===== src/rtl/mem_access_pkg.sv =====
// Shared definitions for the load/store memory access controller:
// data width, RV32I load/store funct3 codes, FSM state encoding and
// request classification helpers.
package mem_access_pkg;

    localparam int XLEN = 32;

    localparam logic [2:0] F3_LB  = 3'd0;
    localparam logic [2:0] F3_LH  = 3'd1;
    localparam logic [2:0] F3_LW  = 3'd2;
    localparam logic [2:0] F3_LBU = 3'd4;
    localparam logic [2:0] F3_LHU = 3'd5;
    localparam logic [2:0] F3_SB  = 3'd0;
    localparam logic [2:0] F3_SH  = 3'd1;
    localparam logic [2:0] F3_SW  = 3'd2;

    typedef enum logic [2:0] {
        ST_IDLE  = 3'd0,
        ST_REQ0  = 3'd1,
        ST_WAIT0 = 3'd2,
        ST_REQ1  = 3'd3,
        ST_WAIT1 = 3'd4,
        ST_RESP  = 3'd5
    } state_e;

    // Legal RV32I funct3 encodings for loads and stores.
    function automatic logic is_legal(input logic we, input logic [2:0] f3);
        logic ok;
        if (we) ok = (f3 == F3_SB) || (f3 == F3_SH) || (f3 == F3_SW);
        else    ok = (f3 == F3_LB) || (f3 == F3_LH) || (f3 == F3_LW) ||
                     (f3 == F3_LBU) || (f3 == F3_LHU);
        return ok;
    endfunction

    // An access is misaligned when it crosses a word boundary:
    // halfwords at offset 3, words at any non-zero offset.
    function automatic logic is_misaligned(input logic [2:0] f3, input logic [1:0] off);
        logic mis;
        case (f3[1:0])
            2'd1:    mis = (off == 2'd3);
            2'd2:    mis = (off != 2'd0);
            default: mis = 1'b0;
        endcase
        return mis;
    endfunction

endpackage


===== src/rtl/mod_mem_store_data_aligner.sv =====
// Lane placement for memory accesses: produces the byte enables and the
// shifted store data over a two-word window. Lanes [3:0] / [31:0] belong to
// the first beat, lanes [7:4] / [63:32] to the second beat of a split access.
module mod_mem_store_data_aligner
    import mem_access_pkg::*;
(
    input  logic [1:0]        size_i,   // funct3[1:0]: 0 byte, 1 half, 2 word
    input  logic [1:0]        off_i,    // byte offset within the first word
    input  logic [XLEN-1:0]   wdata_i,
    output logic [7:0]        be_o,
    output logic [2*XLEN-1:0] wdata_o
);

    logic [7:0]      mask;
    logic [XLEN-1:0] sized;

    // Size mask and zero-extended store data, then shift both into place.
    always_comb begin
        // NOTE: every output gets a default first so no path leaves it unassigned (no latch).
        mask  = 8'h00;
        sized = '0;
        case (size_i)
            2'd0: begin
                mask  = 8'h01;
                sized = {{(XLEN-8){1'b0}}, wdata_i[7:0]};
            end
            2'd1: begin
                mask  = 8'h03;
                sized = {{(XLEN-16){1'b0}}, wdata_i[15:0]};
            end
            2'd2: begin
                mask  = 8'h0F;
                sized = wdata_i;
            end
            default: ;
        endcase
        be_o    = mask << off_i;
        wdata_o = {{XLEN{1'b0}}, sized} << {off_i, 3'b000};
    end

endmodule


===== src/rtl/mod_mem_access_ctrl.sv =====
// RV32I load/store access controller: one outstanding request, word-wide
// memory bus with grant and read-valid, byte-lane alignment and load extension.
// Optional feature: define MEM_MISALIGNED_SPLIT_EN to execute word-crossing
// accesses as two beats; otherwise they are rejected with rsp_err_o.
module mod_mem_access_ctrl #(
    parameter int XLEN = 32
) (
    input  logic            clk_i,
    input  logic            rst_ni,
    input  logic            req_valid_i,
    output logic            req_ready_o,
    input  logic            req_we_i,
    input  logic [2:0]      req_funct3_i,
    input  logic [XLEN-1:0] req_addr_i,
    input  logic [XLEN-1:0] req_wdata_i,
    output logic            rsp_valid_o,
    output logic [XLEN-1:0] rsp_rdata_o,
    output logic            rsp_err_o,
    output logic            mem_req_o,
    input  logic            mem_gnt_i,
    output logic            mem_we_o,
    output logic [XLEN-1:0] mem_addr_o,
    output logic [3:0]      mem_be_o,
    output logic [XLEN-1:0] mem_wdata_o,
    input  logic            mem_rvalid_i,
    input  logic [XLEN-1:0] mem_rdata_i,
    input  logic            mem_err_i
);
    import mem_access_pkg::*;

`ifdef MEM_MISALIGNED_SPLIT_EN
    localparam logic SPLIT_EN = 1'b1;
`else
    localparam logic SPLIT_EN = 1'b0;
`endif

    state_e          state_q, state_d;
    logic            we_q, we_d;
    logic [2:0]      funct3_q, funct3_d;
    logic [XLEN-1:0] addr_q, addr_d;
    logic [XLEN-1:0] wdata_q, wdata_d;
    logic [XLEN-1:0] beat0_q, beat0_d;
    logic [XLEN-1:0] rdata_q, rdata_d;
    logic            err_q, err_d;

    logic [1:0]        off;
    logic              split;
    logic [XLEN-1:0]   word_addr;
    logic [XLEN-1:0]   next_addr;
    logic [7:0]        be8;
    logic [2*XLEN-1:0] wdata64;

    assign off       = addr_q[1:0];
    assign split     = SPLIT_EN && is_misaligned(funct3_q, off);
    assign word_addr = {addr_q[XLEN-1:2], 2'b00};
    assign next_addr = word_addr + XLEN'(4);  // wraps modulo 2^32

    // Select the addressed bytes from {beat1, beat0} and extend to XLEN.
    function automatic logic [XLEN-1:0] extract_load(input logic [2:0] f3,
                                                     input logic [1:0] o,
                                                     input logic [2*XLEN-1:0] beats);
        logic [XLEN-1:0] sh;
        logic [XLEN-1:0] res;
        sh = XLEN'(beats >> {o, 3'b000});
        case (f3)
            F3_LB:   res = {{(XLEN-8){sh[7]}}, sh[7:0]};
            F3_LH:   res = {{(XLEN-16){sh[15]}}, sh[15:0]};
            F3_LBU:  res = {{(XLEN-8){1'b0}}, sh[7:0]};
            F3_LHU:  res = {{(XLEN-16){1'b0}}, sh[15:0]};
            F3_LW:   res = sh;
            default: res = '0;
        endcase
        return res;
    endfunction

    mod_mem_store_data_aligner u_aligner (
        .size_i  (funct3_q[1:0]),
        .off_i   (off),
        .wdata_i (wdata_q),
        .be_o    (be8),
        .wdata_o (wdata64)
    );

    // Next-state and datapath-register logic of the access FSM.
    always_comb begin
        state_d  = state_q;
        we_d     = we_q;
        funct3_d = funct3_q;
        addr_d   = addr_q;
        wdata_d  = wdata_q;
        beat0_d  = beat0_q;
        rdata_d  = rdata_q;
        err_d    = err_q;
        case (state_q)
            ST_IDLE: begin
                if (req_valid_i) begin
                    we_d     = req_we_i;
                    funct3_d = req_funct3_i;
                    addr_d   = req_addr_i;
                    wdata_d  = req_wdata_i;
                    rdata_d  = '0;
                    if (!is_legal(req_we_i, req_funct3_i) ||
                        (!SPLIT_EN && is_misaligned(req_funct3_i, req_addr_i[1:0]))) begin
                        err_d   = 1'b1;
                        state_d = ST_RESP;
                    end else begin
                        err_d   = 1'b0;
                        state_d = ST_REQ0;
                    end
                end
            end
            ST_REQ0:  if (mem_gnt_i) state_d = ST_WAIT0;
            ST_REQ1:  if (mem_gnt_i) state_d = ST_WAIT1;
            ST_WAIT0: begin
                if (mem_rvalid_i) begin
                    if (mem_err_i) begin
                        err_d   = 1'b1;
                        rdata_d = '0;
                        state_d = ST_RESP;
                    end else if (split) begin
                        beat0_d = mem_rdata_i;
                        state_d = ST_REQ1;
                    end else begin
                        rdata_d = we_q ? '0 : extract_load(funct3_q, off, {{XLEN{1'b0}}, mem_rdata_i});
                        state_d = ST_RESP;
                    end
                end
            end
            ST_WAIT1: begin
                if (mem_rvalid_i) begin
                    err_d   = mem_err_i;
                    rdata_d = (we_q || mem_err_i) ? '0 : extract_load(funct3_q, off, {mem_rdata_i, beat0_q});
                    state_d = ST_RESP;
                end
            end
            ST_RESP:  state_d = ST_IDLE;
            default:  state_d = ST_IDLE;
        endcase
    end

    // State registers; reset abandons any in-flight transaction.
    always_ff @(posedge clk_i or negedge rst_ni) begin
        if (!rst_ni) begin
            state_q  <= ST_IDLE;
            we_q     <= 1'b0;
            funct3_q <= 3'd0;
            addr_q   <= '0;
            wdata_q  <= '0;
            beat0_q  <= '0;
            rdata_q  <= '0;
            err_q    <= 1'b0;
        end else begin
            // NOTE: non-blocking assignments so every flop samples pre-edge values.
            state_q  <= state_d;
            we_q     <= we_d;
            funct3_q <= funct3_d;
            addr_q   <= addr_d;
            wdata_q  <= wdata_d;
            beat0_q  <= beat0_d;
            rdata_q  <= rdata_d;
            err_q    <= err_d;
        end
    end

    // Bus request outputs: driven only in REQ0/REQ1, zero otherwise.
    always_comb begin
        mem_req_o   = 1'b0;
        mem_we_o    = 1'b0;
        mem_addr_o  = '0;
        mem_be_o    = 4'b0000;
        mem_wdata_o = '0;
        if (state_q == ST_REQ0) begin
            mem_req_o   = 1'b1;
            mem_we_o    = we_q;
            mem_addr_o  = word_addr;
            mem_be_o    = be8[3:0];
            mem_wdata_o = we_q ? wdata64[XLEN-1:0] : '0;
        end else if (state_q == ST_REQ1) begin
            mem_req_o   = 1'b1;
            mem_we_o    = we_q;
            mem_addr_o  = next_addr;
            mem_be_o    = be8[7:4];
            mem_wdata_o = we_q ? wdata64[2*XLEN-1:XLEN] : '0;
        end
    end

    assign req_ready_o = (state_q == ST_IDLE);
    assign rsp_valid_o = (state_q == ST_RESP);
    assign rsp_rdata_o = rsp_valid_o ? rdata_q : '0;
    assign rsp_err_o   = rsp_valid_o & err_q;

endmodule


===== config.mk =====
export PLATFORM = sky130hd
export DESIGN_NAME = mod_mem_access_ctrl
export DESIGN_NICKNAME = d
export VERILOG_FILES = /design/src/rtl/mem_access_pkg.sv /design/src/rtl/mod_mem_store_data_aligner.sv /design/src/rtl/mod_mem_access_ctrl.sv
export SDC_FILE = /design/constraint.sdc
export NUM_CORES = 1
export LEC_CHECK = 0
export ABC_AREA = 0
export CAP_MARGIN = 20
export CORE_ASPECT_RATIO = 0.7
export CORE_UTILIZATION = 49
export DETAILED_ROUTE_END_ITERATION = 8
export HOLD_SLACK_MARGIN = 0.08
export PLACE_DENSITY_LB_ADDON = 0.05
export SYNTH_ARGS = -nofsm -noshare
export SYNTH_HDL_FRONTEND = slang
export SYNTH_SLANG_ARGS = --single-unit

===== constraint.sdc =====
create_clock -name clk_i -period 2.5 [get_ports clk_i]
set_input_delay 0.375 -clock clk_i [delete_from_list [all_inputs] [get_ports clk_i]]
set_output_delay 0.375 -clock clk_i [all_outputs]
set_load 0.01 [all_outputs]

==> impl_metrics.yaml, run 1 <==
status:
  outcome: "finished, violations left"
  violations: "negative setup slack"
final_layout:
  drive_above_1_share_pct: 34.8
  nFillCells: 939
  instances_no_fill: 1289
  design_area_um2: 11300
  antenna_cells: 0
  regArea_um2: 2610
  syn_to_final_growth_pct: 54.6
  multi_input_area_um2: 4860
  final_nets: 1209
timing:
  fin_skew_ns: 0.00772
  finalHoldViolations: 0
  fin_ws_ns: -0.246
  rsz0062_at_grt: "true"
  clock.fmax_ghz: 0.364
  period_minus_slack_ns: 2.75
  worstMarginPinSlew_ns: 0.722
  final_max_slew_viol_count: 0
  fin_crit_sh_pct: 110
  slew_headroom_pct: 51.9
  setup_violations: 40
yosys:
  synth_area_um2: 7300
  ys_async_sr_fraction_pct: 100
  synth_cell_types: 77
  yosys.area.top_type_share_pct: 35.7
  synth_area_per_cell_um2: 9.22
  synth_seq_area_share_pct: 35.7
  yosys_warnings: 0
  ys_ff_latch: 104
  synth_edf_count: 0
  syn_inst: 791
  synth_common_cells: "dfrtp_1, mux2_2, nand2_1"
  yosysTopAreaCell: "dfrtp_1"
  yosys.cell_count.top_type: "dfrtp_1"
  yosys-top-cells-area: "dfrtp_1, mux2_2, nand2_1"
  synthFlopType: "dfrtp_1"
clock_tree:
  htree_num_levels: 3
  cts_buffers: 9
  cts_root_buf: "clkbuf_16"
  clkTransAtPathRegs_ns: 0.07
  cts_num_sinks: 104
  clk_latency_ns: 0.37
  cts_tree: "yes"
  clockBufferDepth: 2
power:
  power_density_nw_per_um2: 1080
  power.switching_mw: 5.49
  p_comb_share_pct: 63.0
  seqPwrFrac_pct: 26.0
  ir_drop_uv: 662
  clkPwrFrac_pct: 11.1
  leakagePower_nw: 5.14
  p_total_mw: 12.2
  p_sw_share_pct: 44.9
  internal_power_mw: 6.74
critical_path:
  cp_data_arrival_time_ns: 2.37
  cp_slowest_cell: "dfrtp_2"
  crit_buf_inv: 4
  crit_fanout: 8
  cp_top_family: "compound AO/OA/AOI/OAI gates"
  end_kind: "output pin"
  path_cells: "inv_4, ha_4, buf_8, or2_4, buf_12, a32oi_2, nor2_1, a221o_1, buf_2"
  required_ns: 2.12
  critPathMaxStageDelay_ns: 0.45
  start_kind: "flop"
  path_class: "reg -> out"
global_route:
  grt_usage_pct: 34.2
  grt_pass1_wl_um: 41200
  antenna_found_initial: 0
  grt_pass1_vias: 7654
  grt_overflow: 0
  grt_max_degree: 78
place:
  dp_hpwl_um: 18200
  placed_cell_area_um2: 10000
  place_inst: 1218
  portBuffers: 208
  gp_congestion: 0.963
floorplanning:
  ios: 211
  core_area_um2: 14200
  die-height_um: 104
  initial_utilization_pct: 51.3
  dieWidth_um: 148
  dieArea_um2: 15400
  rows: 36
drt:
  drt_iter0_markers: 843
  firstDrtPassIters: 6
  vias: 8157
  wirelength_um: 28500
  drt-vias-per-instance: 6.33
  ant_nets: 0
  wl_per_cell_um: 22.1
  drc_errors: 0
min_path:
  hold_class: "reg -> reg"
flow_run:
  cap_violations: 0
## kinds of logic (layout without fill, tap and decap cells)
family / Yosys count / count (layout) / share of synthesized area [%]
flip-flops: 104 / 104 / 35.7
adder cells (fa/ha/maj): 9 / 9 / 1.54
multiplexers: 100 / 100 / 15.0
XOR/XNOR: 14 / 14 / 1.68
buffers and inverters: 82 / 389 / 5.04
AND/OR/NAND/NOR: 272 / 272 / 20.6
AO/OA/AOI/OAI: 209 / 209 / 20.4
other: 1 / 2 / 0.0514
## power by group through the flow
| stage | combinational [mW] | sequential (mW) | clock [mW] |
|---|---|---|---|
| 4_1_cts | 6.60 | 3.08 | 1.37 |
| 6_report | 7.70 | 3.17 | 1.35 |
| 5_1_grt | 8.14 | 3.23 | 1.43 |
| 2_1_floorplan | 3.76 | 2.90 | 0 |
| 3_3_place_gp | 5.90 | 3.01 | 0 |
| 3_5_place_dp | 6.08 | 3.04 | 0 |
## worst min-delay path, cell delays in order (launching register included)
cell	delay [ns]
dfrtp_1	0.34
nand2_1	0.04
o21ai_0	0.07
## stage by stage
| step | hold slack (ns) | TNS [ns] | util [%] | worst slack, ns |
|---|---|---|---|---|
| floorplan | 0.0794 | 0 | - | 0.170 |
| global placement | 0.445 | -9.12 | 70.6 | -0.395 |
| detailed placement | 0.463 | -13.34 | 70.6 | -0.546 |
| CTS | 0.491 | -3.79 | 74.6 | -0.195 |
| global route | 0.515 | -7.86 | 79.2 | -0.294 |
| finish | 0.492 | -4.91 | 79.2 | -0.246 |
## sequential cells by signal (all words and copies together) (netlist names)
signal    cells
addr_q       32
err_q         1
funct3_q      3
rdata_q      32
state_q       3
wdata_q      32
we_q          1
## cell type report
| cell class | instances | share of cell area [%] |
|---|---|---|
| Inverter | 19 | 0.688 |
| Clock inverter | 6 | 0.388 |
| Timing Repair inverter | 1 | 0.0666 |
| Timing Repair Buffer | 353 | 28.5 |
| Multi-Input combinational cell | 606 | 43.1 |
| Tap cell | 190 | 2.11 |
| Clock buffer | 10 | 2.03 |
| Sequential cell | 104 | 23.1 |
## placed cells by master (no fill, tap or decap), types with 6 or more instances in the layout
cell | Yosys | routed
clkdlybuf4s50_1 | 0 | 126
buf_4 | 5 | 110
dfrtp_1 | 104 | 101
mux2_2 | 74 | 74
nand2_1 | 74 | 73
nor2_1 | 59 | 57
buf_2 | 18 | 42
and3_1 | 36 | 36
o21ai_0 | 33 | 30
o22ai_1 | 28 | 27
mux2i_1 | 25 | 25
a21oi_1 | 30 | 24
buf_6 | 1 | 19
dlymetal6s2s_1 | 0 | 19
inv_1 | 19 | 15
nand3_1 | 16 | 11
a32oi_1 | 19 | 11
clkbuf_16 | 0 | 11
o2bb2ai_1 | 13 | 10
dlygate4sd2_1 | 0 | 10
buf_12 | 0 | 10
clkbuf_2 | 1 | 9
a22oi_2 | 0 | 8
a221o_1 | 8 | 8
nor4_4 | 1 | 7
nor3_1 | 12 | 7
xnor2_1 | 7 | 7
xor2_1 | 7 | 7
nor2b_1 | 10 | 7
nand2b_1 | 7 | 6
a21oi_2 | 0 | 6
nand4_1 | 6 | 6
a32oi_2 | 0 | 6
a22o_1 | 6 | 6
a22oi_1 | 14 | 6
o221ai_1 | 6 | 6
o211ai_1 | 6 | 6
## routing by layer
metal / vias to the layer above / GRT usage [%] / wire length (um)
met5: - / 0 / 0
met4: 0 / 11.6 / 867
met3: 92 / 8.82 / 2900
met2: 539 / 52.3 / 13000
met1: 3932 / 46.8 / 11700
li1: 3594 / - / -
## worst paths after layout
check	from	cells past startpoint	end	slack (ns)
setup / recovery	funct3_q[0]$_DFFE_PN0P_	9	mem_wdata_o[22]	-0.25
hold reg to reg	rdata_q[0]$_DFFE_PN0P_	2	rdata_q[0]$_DFFE_PN0P_	0.49
max in group asynchronous	rst_ni	3	addr_q[6]$_DFFE_PN0P_	1.24
hold / removal	rdata_q[0]$_DFFE_PN0P_	2	rdata_q[0]$_DFFE_PN0P_	0.49
setup reg to reg	funct3_q[1]$_DFFE_PN0P_	10	rdata_q[16]$_DFFE_PN0P_	0.14
min in group asynchronous	rst_ni	2	rdata_q[6]$_DFFE_PN0P_	0.59
## what timing repair did
item	4_1_cts	5_1_grt
setup buffers	18	36
endpoints found under the hold margin	5	0
pin swaps	30	33
hold buffers	1	0
gates cloned	2	2
setup endpoints to repair	98	90
resized for setup	264	112
No activity file was read; power rests on OpenSTA's default activity.
==> inputs of run 2 (changes only) <==
--- a/config.mk
+++ b/config.mk
@@ -10,6 +10,7 @@
 export CORE_ASPECT_RATIO = 0.7
 export CORE_UTILIZATION = 49
 export DETAILED_ROUTE_END_ITERATION = 8
+export GPL_TIMING_DRIVEN = 1
 export HOLD_SLACK_MARGIN = 0.08
 export PLACE_DENSITY_LB_ADDON = 0.05
 export SYNTH_ARGS = -nofsm -noshare
==> results of run 2 <==
Same layout as run 1: the final DEF is identical, and so are final timing and power.
==> inputs of run 3 (changes only) <==
--- a/config.mk
+++ b/config.mk
@@ -7,7 +7,7 @@
 export LEC_CHECK = 0
 export ABC_AREA = 0
 export CAP_MARGIN = 20
-export CORE_ASPECT_RATIO = 0.7
+export CORE_MARGIN = 1.5
 export CORE_UTILIZATION = 49
 export DETAILED_ROUTE_END_ITERATION = 8
 export GPL_TIMING_DRIVEN = 1
==> run 3 against run 2 <==
Net effect: the flow still finishes with violations (negative setup slack); critical path depth shrank 3; count of clock-buffer cells in the layout down 1; non-clock buffer count decreased by 9; clock skew increased by 0.00059 ns; cell area increased by 0.67%; first-iteration DRC count decreased by 9.6%; final cell count is 1.2% lower; via count up 0.43%; global-route usage down 0.85 points; fmax grew 1.9%.
==> impl_metrics.yaml, run 3 (same netlist as run 1, synthesis figures left out) <==
timing:
  final_max_slew_viol_count: 0
  period_minus_slack_ns: 2.70
  finalHoldViolations: 0
  fin_skew_ns: 0.00831
  fin_ws_ns: -0.196
  rsz0062_at_grt: "true"
  worst_hold_slack_ns: 0.477
  clock.fmax_ghz: 0.371
  slew_headroom_pct: 55.1
  fin_crit_sh_pct: 108
  worstMarginPinSlew_ns: 0.672
  setup_violations: 28
min_path:
  hold_end: "rdata_q[7]$_DFFE_PN0P_"
  hold_class: "reg -> reg"
  holdCritStartpoint: "rdata_q[7]$_DFFE_PN0P_"
  worstHoldPathCells: 2
final_layout:
  multi_input_area_um2: 4960
  largest_registers: "addr_q x32, rdata_q x32, wdata_q x32"
  nFillCells: 971
  antenna_cells: 0
  design_area_um2: 11400
  drive_above_1_share_pct: 34.4
  final_cell_mix: "clkdlybuf4s50_1, buf_4, dfrtp_1"
  syn_to_final_growth_pct: 55.6
  final_nets: 1199
  instances_no_fill: 1273
  final_common_cell: "clkdlybuf4s50_1"
  regArea_um2: 2610
place:
  placed_cell_area_um2: 10000
  place_inst: 1213
  gp_congestion: 0.900
  portBuffers: 208
  dp_hpwl_um: 18300
  post-place-ws_ns: -0.301
status:
  violations: "negative setup slack"
  outcome: "finished, violations left"
clock_tree:
  cts_num_sinks: 104
  cts_buffers: 9
  clockBufferDepth: 2
  cts_tree: "yes"
  clkTransAtPathRegs_ns: 0.07
  clk_latency_ns: 0.36
  htree_num_levels: 3
  cts_root_buf: "clkbuf_16"
power:
  p_comb_share_pct: 60.4
  internal_power_mw: 6.95
  clkPwrFrac_pct: 13.4
  seqPwrFrac_pct: 26.2
  power.switching_mw: 5.54
  power_density_nw_per_um2: 1100
  p_sw_share_pct: 44.4
  ir_drop_uv: 827
  p_total_mw: 12.5
  leakagePower_nw: 5.48
critical_path:
  r2r-end: "rdata_q[8]$_DFFE_PN0P_"
  r2r_start: "addr_q[0]$_DFFE_PN0P_"
  path_class: "reg -> out"
  end_kind: "output pin"
  rrSetupSlack_ns: 0.07
  start_kind: "flop"
  cp_data_arrival_time_ns: 2.32
  required_ns: 2.12
  rr_worst_depth: 5
  crit_fanout: 25
drt:
  drt-vias-per-instance: 6.44
  wirelength_um: 28500
  firstDrtPassIters: 7
  vias: 8192
  drt_iter0_markers: 762
  wl_per_cell_um: 22.4
  ant_nets: 0
  drc_errors: 0
global_route:
  grt_pass1_vias: 7936
  grt_overflow: 0
  antenna_found_initial: 0
  grt_usage_pct: 33.3
  grt_pass1_wl_um: 42000
  grt_max_degree: 66
flow_run:
  cap_violations: 0
floorplanning:
  dieWidth_um: 125
  dieArea_um2: 15600
  core_area_um2: 14500
  initial_utilization_pct: 50.2
  ios: 211
  rows: 44
  die-height_um: 125
-- run 3: worst max path at each step --
stage                       to  slack [ns]               startpoint  depth (start not counted)
6_report           mem_be_o[0]       -0.20   state_q[1]$_DFFE_PN0P_                          6
5_1_grt         mem_addr_o[30]       -0.22    addr_q[2]$_DFFE_PN0P_                          7
3_5_place_dp   mem_wdata_o[14]       -0.30  funct3_q[0]$_DFFE_PN0P_                          7
3_3_place_gp   mem_wdata_o[12]       -0.15  funct3_q[0]$_DFFE_PN0P_                          7
2_1_floorplan  mem_wdata_o[10]        0.17  funct3_q[0]$_DFFE_PN0P_                          8
4_1_cts         mem_addr_o[28]       -0.19   addr_q[14]$_DFFE_PN0P_                          5
-- run 3: per-stage QoR --
stage               TNS [ns]  util (%)
global route           -3.79      78.1
CTS                    -1.88      74.9
detailed placement     -6.22      69.1
finish                 -2.32      78.1
floorplan                  0         -
global placement       -2.97      69.1
-- run 3: layout make-up --
type	instances	share of cell area [%]
Tap cell	184	2.03
Clock buffer	9	1.98
Inverter	19	0.705
Sequential cell	104	23.0
Multi-Input combinational cell	606	43.7
Clock inverter	7	1.04
Timing Repair Buffer	344	27.5
-- run 3: metal layers --
metal	up-vias	global-route usage (%)	share of wire, %	routed length, um
met5	-	0	0	0
met4	0	12.1	3.5	987
met3	84	5.78	7.1	2010
met2	468	57.9	50	14300
met1	4066	41.7	39	11200
li1	3574	-	-	-
-- run 3: critical path, cell delays in order (launching register included) --
cell and delay (ns):
dfrtp_2 0.46, buf_4 0.17, buf_6 0.17, nor3_1 0.33, o21ai_0 0.24, o21ai_0 0.36
clkbuf_2 0.23
-- run 3: what timing repair did --
item,in CTS,in global routing
endpoints found under the setup margin,96,67
gates cloned,0,1
hold buffers,1,0
pin swaps,26,27
buffers inserted,26,18
hold endpoints to repair,44,0
resized for setup,266,115
-- run 3: power by group through the flow --
stage	clock [mW]	sequential, mW	combinational (mW)
2_1_floorplan	0	2.90	3.76
3_3_place_gp	0	3.05	5.84
3_5_place_dp	0	3.09	6.01
4_1_cts	1.67	3.16	6.75
5_1_grt	1.73	3.34	7.94
6_report	1.67	3.27	7.54
==> patch 1 (settings of run 1) <==
Take the reset off `wdata_q` and load it in a clocked block of its own.
--- a/src/rtl/mod_mem_access_ctrl.sv
+++ b/src/rtl/mod_mem_access_ctrl.sv
@@ -145,7 +145,6 @@
             we_q     <= 1'b0;
             funct3_q <= 3'd0;
             addr_q   <= '0;
-            wdata_q  <= '0;
             beat0_q  <= '0;
             rdata_q  <= '0;
             err_q    <= 1'b0;
@@ -155,11 +154,14 @@
             we_q     <= we_d;
             funct3_q <= funct3_d;
             addr_q   <= addr_d;
-            wdata_q  <= wdata_d;
             beat0_q  <= beat0_d;
             rdata_q  <= rdata_d;
             err_q    <= err_d;
         end
+    end
+
+    always_ff @(posedge clk_i) begin
+        wdata_q <= wdata_d;
     end
 
     // Bus request outputs: driven only in REQ0/REQ1, zero otherwise.
Behaviour: same outputs for any inputs over 4 cycles, from zero or initial values and one cycle with rst_ni low; that may be too few to reach the edited logic, so the function may still have changed.
==> patch 1 against run 1 <==
  * The run still ends with setup timing left
  * Non-clock buffer count decreased by 26
  * Sequential cell count did not move
  * Worst setup slack lost 0.046 ns
  * Cell area shrank 7.6%
  * Power is 16% lower
  * Routed wire length decreased by 16%
  * Synthesized cell count is 9.0% lower
  * Area after synthesis decreased by 8.8%
  * First-iteration DRC count shrank 32%
  * Critical path type unchanged
==> patch 1: results (changes against run 1) <==
Status: finished, violations left (unchanged)
Failing checks: setup timing (unchanged)
Overall Global Routing Usage: 0.331 (was 0.342)
Placed Area: 9410 sq um (was 10000 sq um)
Post-synthesis sequential area ratio: 0.415 (was 0.357)
Max IR drop VDD: 0.598 mV (was 0.662 mV)
PnR worst setup slack: -0.293 ns (was -0.246 ns)
Clk_lat worst skew: 0.35 ns (was 0.37 ns)
Largest net degree at the start of global routing: 77 (was 78)
Gpl congestion: 0.886 (was 0.963)
Asr flop ratio synth: 0.692 (was 1.00)
Mapped Cells: 720 (was 791)
Met2 WL: 11200 um (was 13000 um)
Layout Nets: 1123 (was 1209)
R2r startpoint: funct3_q[0] (was funct3_q[1])
Max-slew headroom: 0.525 (was 0.519)
Met3 wire length: 2300 um (was 2900 um)
Top cells by area, synth: dfrtp_1 27%, edfxtp_1 14%, mux2_2 7.6%, nand2_1 4.9%, and2_1 3.9% (was dfrtp_1 36%, mux2_2 11%, nand2_1 3.8%, mux2i_1 3.4%, and3_1 3.1%)
Number of synthesized flops with an enable pin: 32 (was 0)
Vias in the first global route: 7112 (was 7654)
WL met1: 9920 um (was 11700 um)
Skew final: 0.00552 ns (was 0.00772 ns)
Final setup viols: 32 (was 40)
Fillers: 861 (was 939)
DR WL/cell: 20.1 um (was 22.1 um)
-- patch 1: cell count changes after synthesis, sizes merged, moves of 11 or more --
cell and change:
and2 +39, and3 -32, dfrtp -32, edfxtp +32, mux2 -30, a32oi -19, a221o +16, a22oi +13
a21oi +12, nand2 +12, o22ai -11
-- patch 1: timing repair --
item / CTS / global route
endpoints found under the setup margin: 94 / 65
pin swaps: 45 / 42
buffers inserted: 24 / 14
hold buffers: 1 / 0
gates resized for setup: 295 / 106
hold endpoints to repair: 29 / 0
cloned: 1 / 0
-- patch 1: report_power, final --
group | internal [W] | switching, W
logic | 0.00283 | 0.00325
registers | 0.00227 | 0.000459
clock network | 0.000721 | 0.000692
-- patch 1: final cells by class --
cell class                 instances  area [sq um]  share of cell area
clock inverter                     6          50.0             0.00480
inverter                          16          62.6             0.00601
multi-input combinational        550          4180               0.401
clock buffer                      10           239              0.0229
timing repair buffer             327          2890               0.277
tap                              185           231              0.0222
sequential                       104          2770               0.266
-- patch 1: logic make-up after synthesis --
logic type | synth area share
buffers and inverters | 0.0408
AND/OR/NAND/NOR | 0.199
XOR/XNOR | 0.0250
other | 0.000564
flip-flops | 0.415
adder cells (fa/ha/maj) | 0.0169
AO/OA/AOI/OAI | 0.196
multiplexers | 0.106
-- patch 1: path summary, 6_finish.rpt --
path	endpoint	slack [ns]	cells after the start
min	rdata_q[0]	0.49	1
max	mem_addr_o[30]	-0.29	9
max reg2reg	rdata_q[8]	0.19	7
min in group asynchronous	addr_q[24]	0.50	2
max in group asynchronous	rdata_q[19]	1.41	3
min reg2reg	rdata_q[0]	0.49	1
-- patch 1: layer usage --
metal  up-vias  GRT usage
met5         -          0
met1      3525      0.449
met3        66     0.0717
met4         0      0.130
li1       3221          -
met2       455      0.519
-- patch 1: critical path: stages (launching register included) --
cell	delay (ns)
dfrtp_1	0.35
nand4_1	0.26
nor4_2	0.22
or3b_4	0.46
buf_4	0.16
buf_4	0.13
buf_4	0.13
o211ai_1	0.16
nand2_1	0.07
buf_2	0.14
-- patch 1: stage by stage --
stage	total power [W]	hold WS, ns	setup WS, ns	setup TNS (ns)
2_1_floorplan	0.00549	0.0794	0.226	0
3_3_place_gp	0.00752	0.337	-0.395	-6.53
3_5_place_dp	0.00772	0.347	-0.537	-8.04
4_1_cts	0.00961	0.496	-0.273	-3.09
5_1_grt	0.0107	0.512	-0.381	-6.73
6_report	0.0102	0.494	-0.293	-4.43
==> patch 2 (settings of run 1) <==
Without the edit above. `XLEN` is set to 32 in 2 places; all go to 48.
--- a/src/rtl/mem_access_pkg.sv
+++ b/src/rtl/mem_access_pkg.sv
@@ -3,7 +3,7 @@
 // request classification helpers.
 package mem_access_pkg;
 
-    localparam int XLEN = 32;
+    localparam int XLEN = 48;
 
     localparam logic [2:0] F3_LB  = 3'd0;
     localparam logic [2:0] F3_LH  = 3'd1;
--- a/src/rtl/mod_mem_access_ctrl.sv
+++ b/src/rtl/mod_mem_access_ctrl.sv
@@ -3,7 +3,7 @@
 // Optional feature: define MEM_MISALIGNED_SPLIT_EN to execute word-crossing
 // accesses as two beats; otherwise they are rejected with rsp_err_o.
 module mod_mem_access_ctrl #(
-    parameter int XLEN = 32
+    parameter int XLEN = 48
 ) (
     input  logic            clk_i,
     input  logic            rst_ni,
Interface: changed (6 resized); port bits go from 211 to 307. No check against the original RTL was run, so the function may have changed too.
==> patch 2 against run 1 <==
  * The flow still finishes with violations (setup timing)
  * Area after synthesis rose by 43%
  * Routed wire length rose by 57%
  * Via count rose by 45%
  * Power rose by 53%
  * Clock power rose by 95%
  * Cell area rose by 51%
  * Sequential cell count rose by 48
  * Worst setup slack got worse by 0.21 ns
  * Critical path type unchanged
  * Largest cell class unchanged
  * Largest power group unchanged
==> patch 2: results (changes against run 1) <==
Vias: 11800 (was 8157)
WP data arrival: 2.58 ns (was 2.37 ns)
Worst setup path endpoint: mem_addr_o[31] (was mem_wdata_o[22])
Final hold violations: 0 (unchanged)
Switching fraction of total power: 0.451 (was 0.449)
Synth warn: 0 (unchanged)
Post-synthesis sequential area ratio: 0.365 (was 0.357)
Fillers: 1207 (was 939)
Skew final: 0.0129 ns (was 0.00772 ns)
Leak: 7.49 nW (was 5.14 nW)
Top cells by area, synth: dfrtp_1 36%, mux2_2 15%, nand2_1 4.4%, and2_1 3.7%, mux2i_1 3.6% (was dfrtp_1 36%, mux2_2 11%, nand2_1 3.8%, mux2i_1 3.4%, and3_1 3.1%)
Top FF cell, synth: dfrtp_1 (unchanged)
Failing checks: setup timing (unchanged)
Clock-pin slew on the worst setup and hold paths: 0.07 ns (about the same)
Asr flop ratio synth: 1.00 (unchanged)
First-pass GRT wire length: 60100 um (was 41200 um)
Worst min path class: input port to async pin (was flip-flop to flip-flop)
CTS buffer count: 17 (was 9)
Critical path origin: addr_q[16] (was funct3_q[0])
Gpl congestion: 0.951 (was 0.963)
ANT cells: 0 (unchanged)
PnR worst setup slack: -0.458 ns (was -0.246 ns)
R2r startpoint: funct3_q[1] (unchanged)
Reg2Reg Setup Slack: 0.11 ns (was 0.14 ns)
Layout Nets: 1723 (was 1209)
Clk_lat worst skew: 0.43 ns (was 0.37 ns)
R2R depth: 11 (was 10)
Share of cells above drive strength 1: 0.432 (was 0.348)
Max-slew violations: 0 (unchanged)
DRT Pass-1 Iters: 6 (unchanged)
Slowest-stage cell, CP: or4_4 (was dfrtp_2)
Routed WL: 44700 um (was 28500 um)
Top post-synthesis cells by count: 152 x dfrtp_1, 138 x mux2_2, 123 x nand2_1 (was 104 x dfrtp_1, 74 x mux2_2, 74 x nand2_1)
Longest Clk Path Bufs: 2 (unchanged)
Max IR drop VDD: 0.737 mV (was 0.662 mV)
Synth cell types: 61 (was 77)
DP HPWL: 27100 um (was 18200 um)
Port Buffers: 304 (was 208)
Worst Max-Slew Pin Slew: 0.707 ns (was 0.722 ns)
# H-tree levels: 4 (was 3)
DRT iter0 DRCs: 1415 (was 843)
CP max FO: 6 (was 8)
Largest net degree at the start of global routing: 59 (was 78)
Status: finished, violations left (unchanged)
Vias in the first global route: 10800 (was 7654)
Overall Global Routing Usage: 0.357 (was 0.342)
Largest regs: addr_q: 48 flops, rdata_q: 48 flops, wdata_q: 48 flops (was addr_q: 32 flops, rdata_q: 32 flops, wdata_q: 32 flops)
RR Endpoint: rdata_q[13] (was rdata_q[16])
Antenna violations before repair: 0 (unchanged)
Final setup viols: 79 (was 40)
[patch 2: what timing repair did]
action	in CTS	in global routing
endpoints found under the hold margin	47	0
pin swaps	48	45
setup buffers	38	34
resized for setup	624	176
hold buffers	1	0
cloned	2	6
setup endpoints to repair	144	123
[patch 2: layout make-up]
class,count,area share
Sequential cell,152,0.224
Clock buffer,17,0.0250
Timing Repair Buffer,515,0.278
Clock inverter,15,0.00940
Multi-Input combinational cell,848,0.438
Tap cell,276,0.0203
Inverter,26,0.00602
[patch 2: worst min-delay path by stage]
stage                     cells after the start           to  slack (ns)         from
after CTS                                     2  rdata_q[36]        0.48       rst_ni
after global placement                        1  rdata_q[36]        0.37       rst_ni
final                                         2  rdata_q[36]        0.47       rst_ni
after detailed placement                      1  rdata_q[36]        0.37       rst_ni
after global routing                          2  rdata_q[17]        0.51  rdata_q[17]
after floorplan                               0    addr_q[0]        0.08       rst_ni
[patch 2: power by group through the flow]
stage,clock network (W),registers [W],logic [W]
detailed placement,0,0.00424,0.00869
floorplan,0,0.00405,0.00515
global route,0.00274,0.00458,0.0121
global placement,0,0.00419,0.00858
CTS,0.00262,0.00428,0.00967
finish,0.00263,0.00453,0.0115
[patch 2: kinds of logic (layout without fill, tap and decap cells)]
kind of cell,count (synthesis),in the layout,synth area share
simple gates,415,417,0.221
compound gates,231,231,0.157
mux,178,178,0.190
flops,152,152,0.365
buf+inv,120,573,0.0481
xor+xnor,11,11,0.00924
fa+ha+maj,9,9,0.0108
other cells,1,2,0.000359
[patch 2: stage by stage]
stage | area, sq um | TNS [ns] | hold slack, ns | cells | setup WS (ns)
floorplan | 10400 | 0 | 0.0794 | 1118 | 0.0787
finish | 17000 | -16.46 | 0.475 | 1849 | -0.458
global route | 17000 | -21.52 | 0.506 | 1849 | -0.533
CTS | 16000 | -7.30 | 0.479 | 1812 | -0.360
detailed placement | 14600 | -9.23 | 0.369 | 1740 | -0.446
global placement | 14600 | -8.04 | 0.371 | 1740 | -0.392
[patch 2: critical path, delay by kind of cell, from the launching register on]
kind | cells | cell delay (ns)
buffers and inverters | 4 | 0.69
AO/OA/AOI/OAI | 2 | 0.41
flip-flops | 1 | 0.37
AND/OR/NAND/NOR | 2 | 0.67
[patch 2: layer usage]
layer  vias up  part of all wire  global-route usage
li1       5100                 -                   -
met1      5713              0.41               0.490
met2       872              0.45               0.551
met3       161              0.10              0.0925
met4         0             0.039               0.110
met5         -                 0                   0
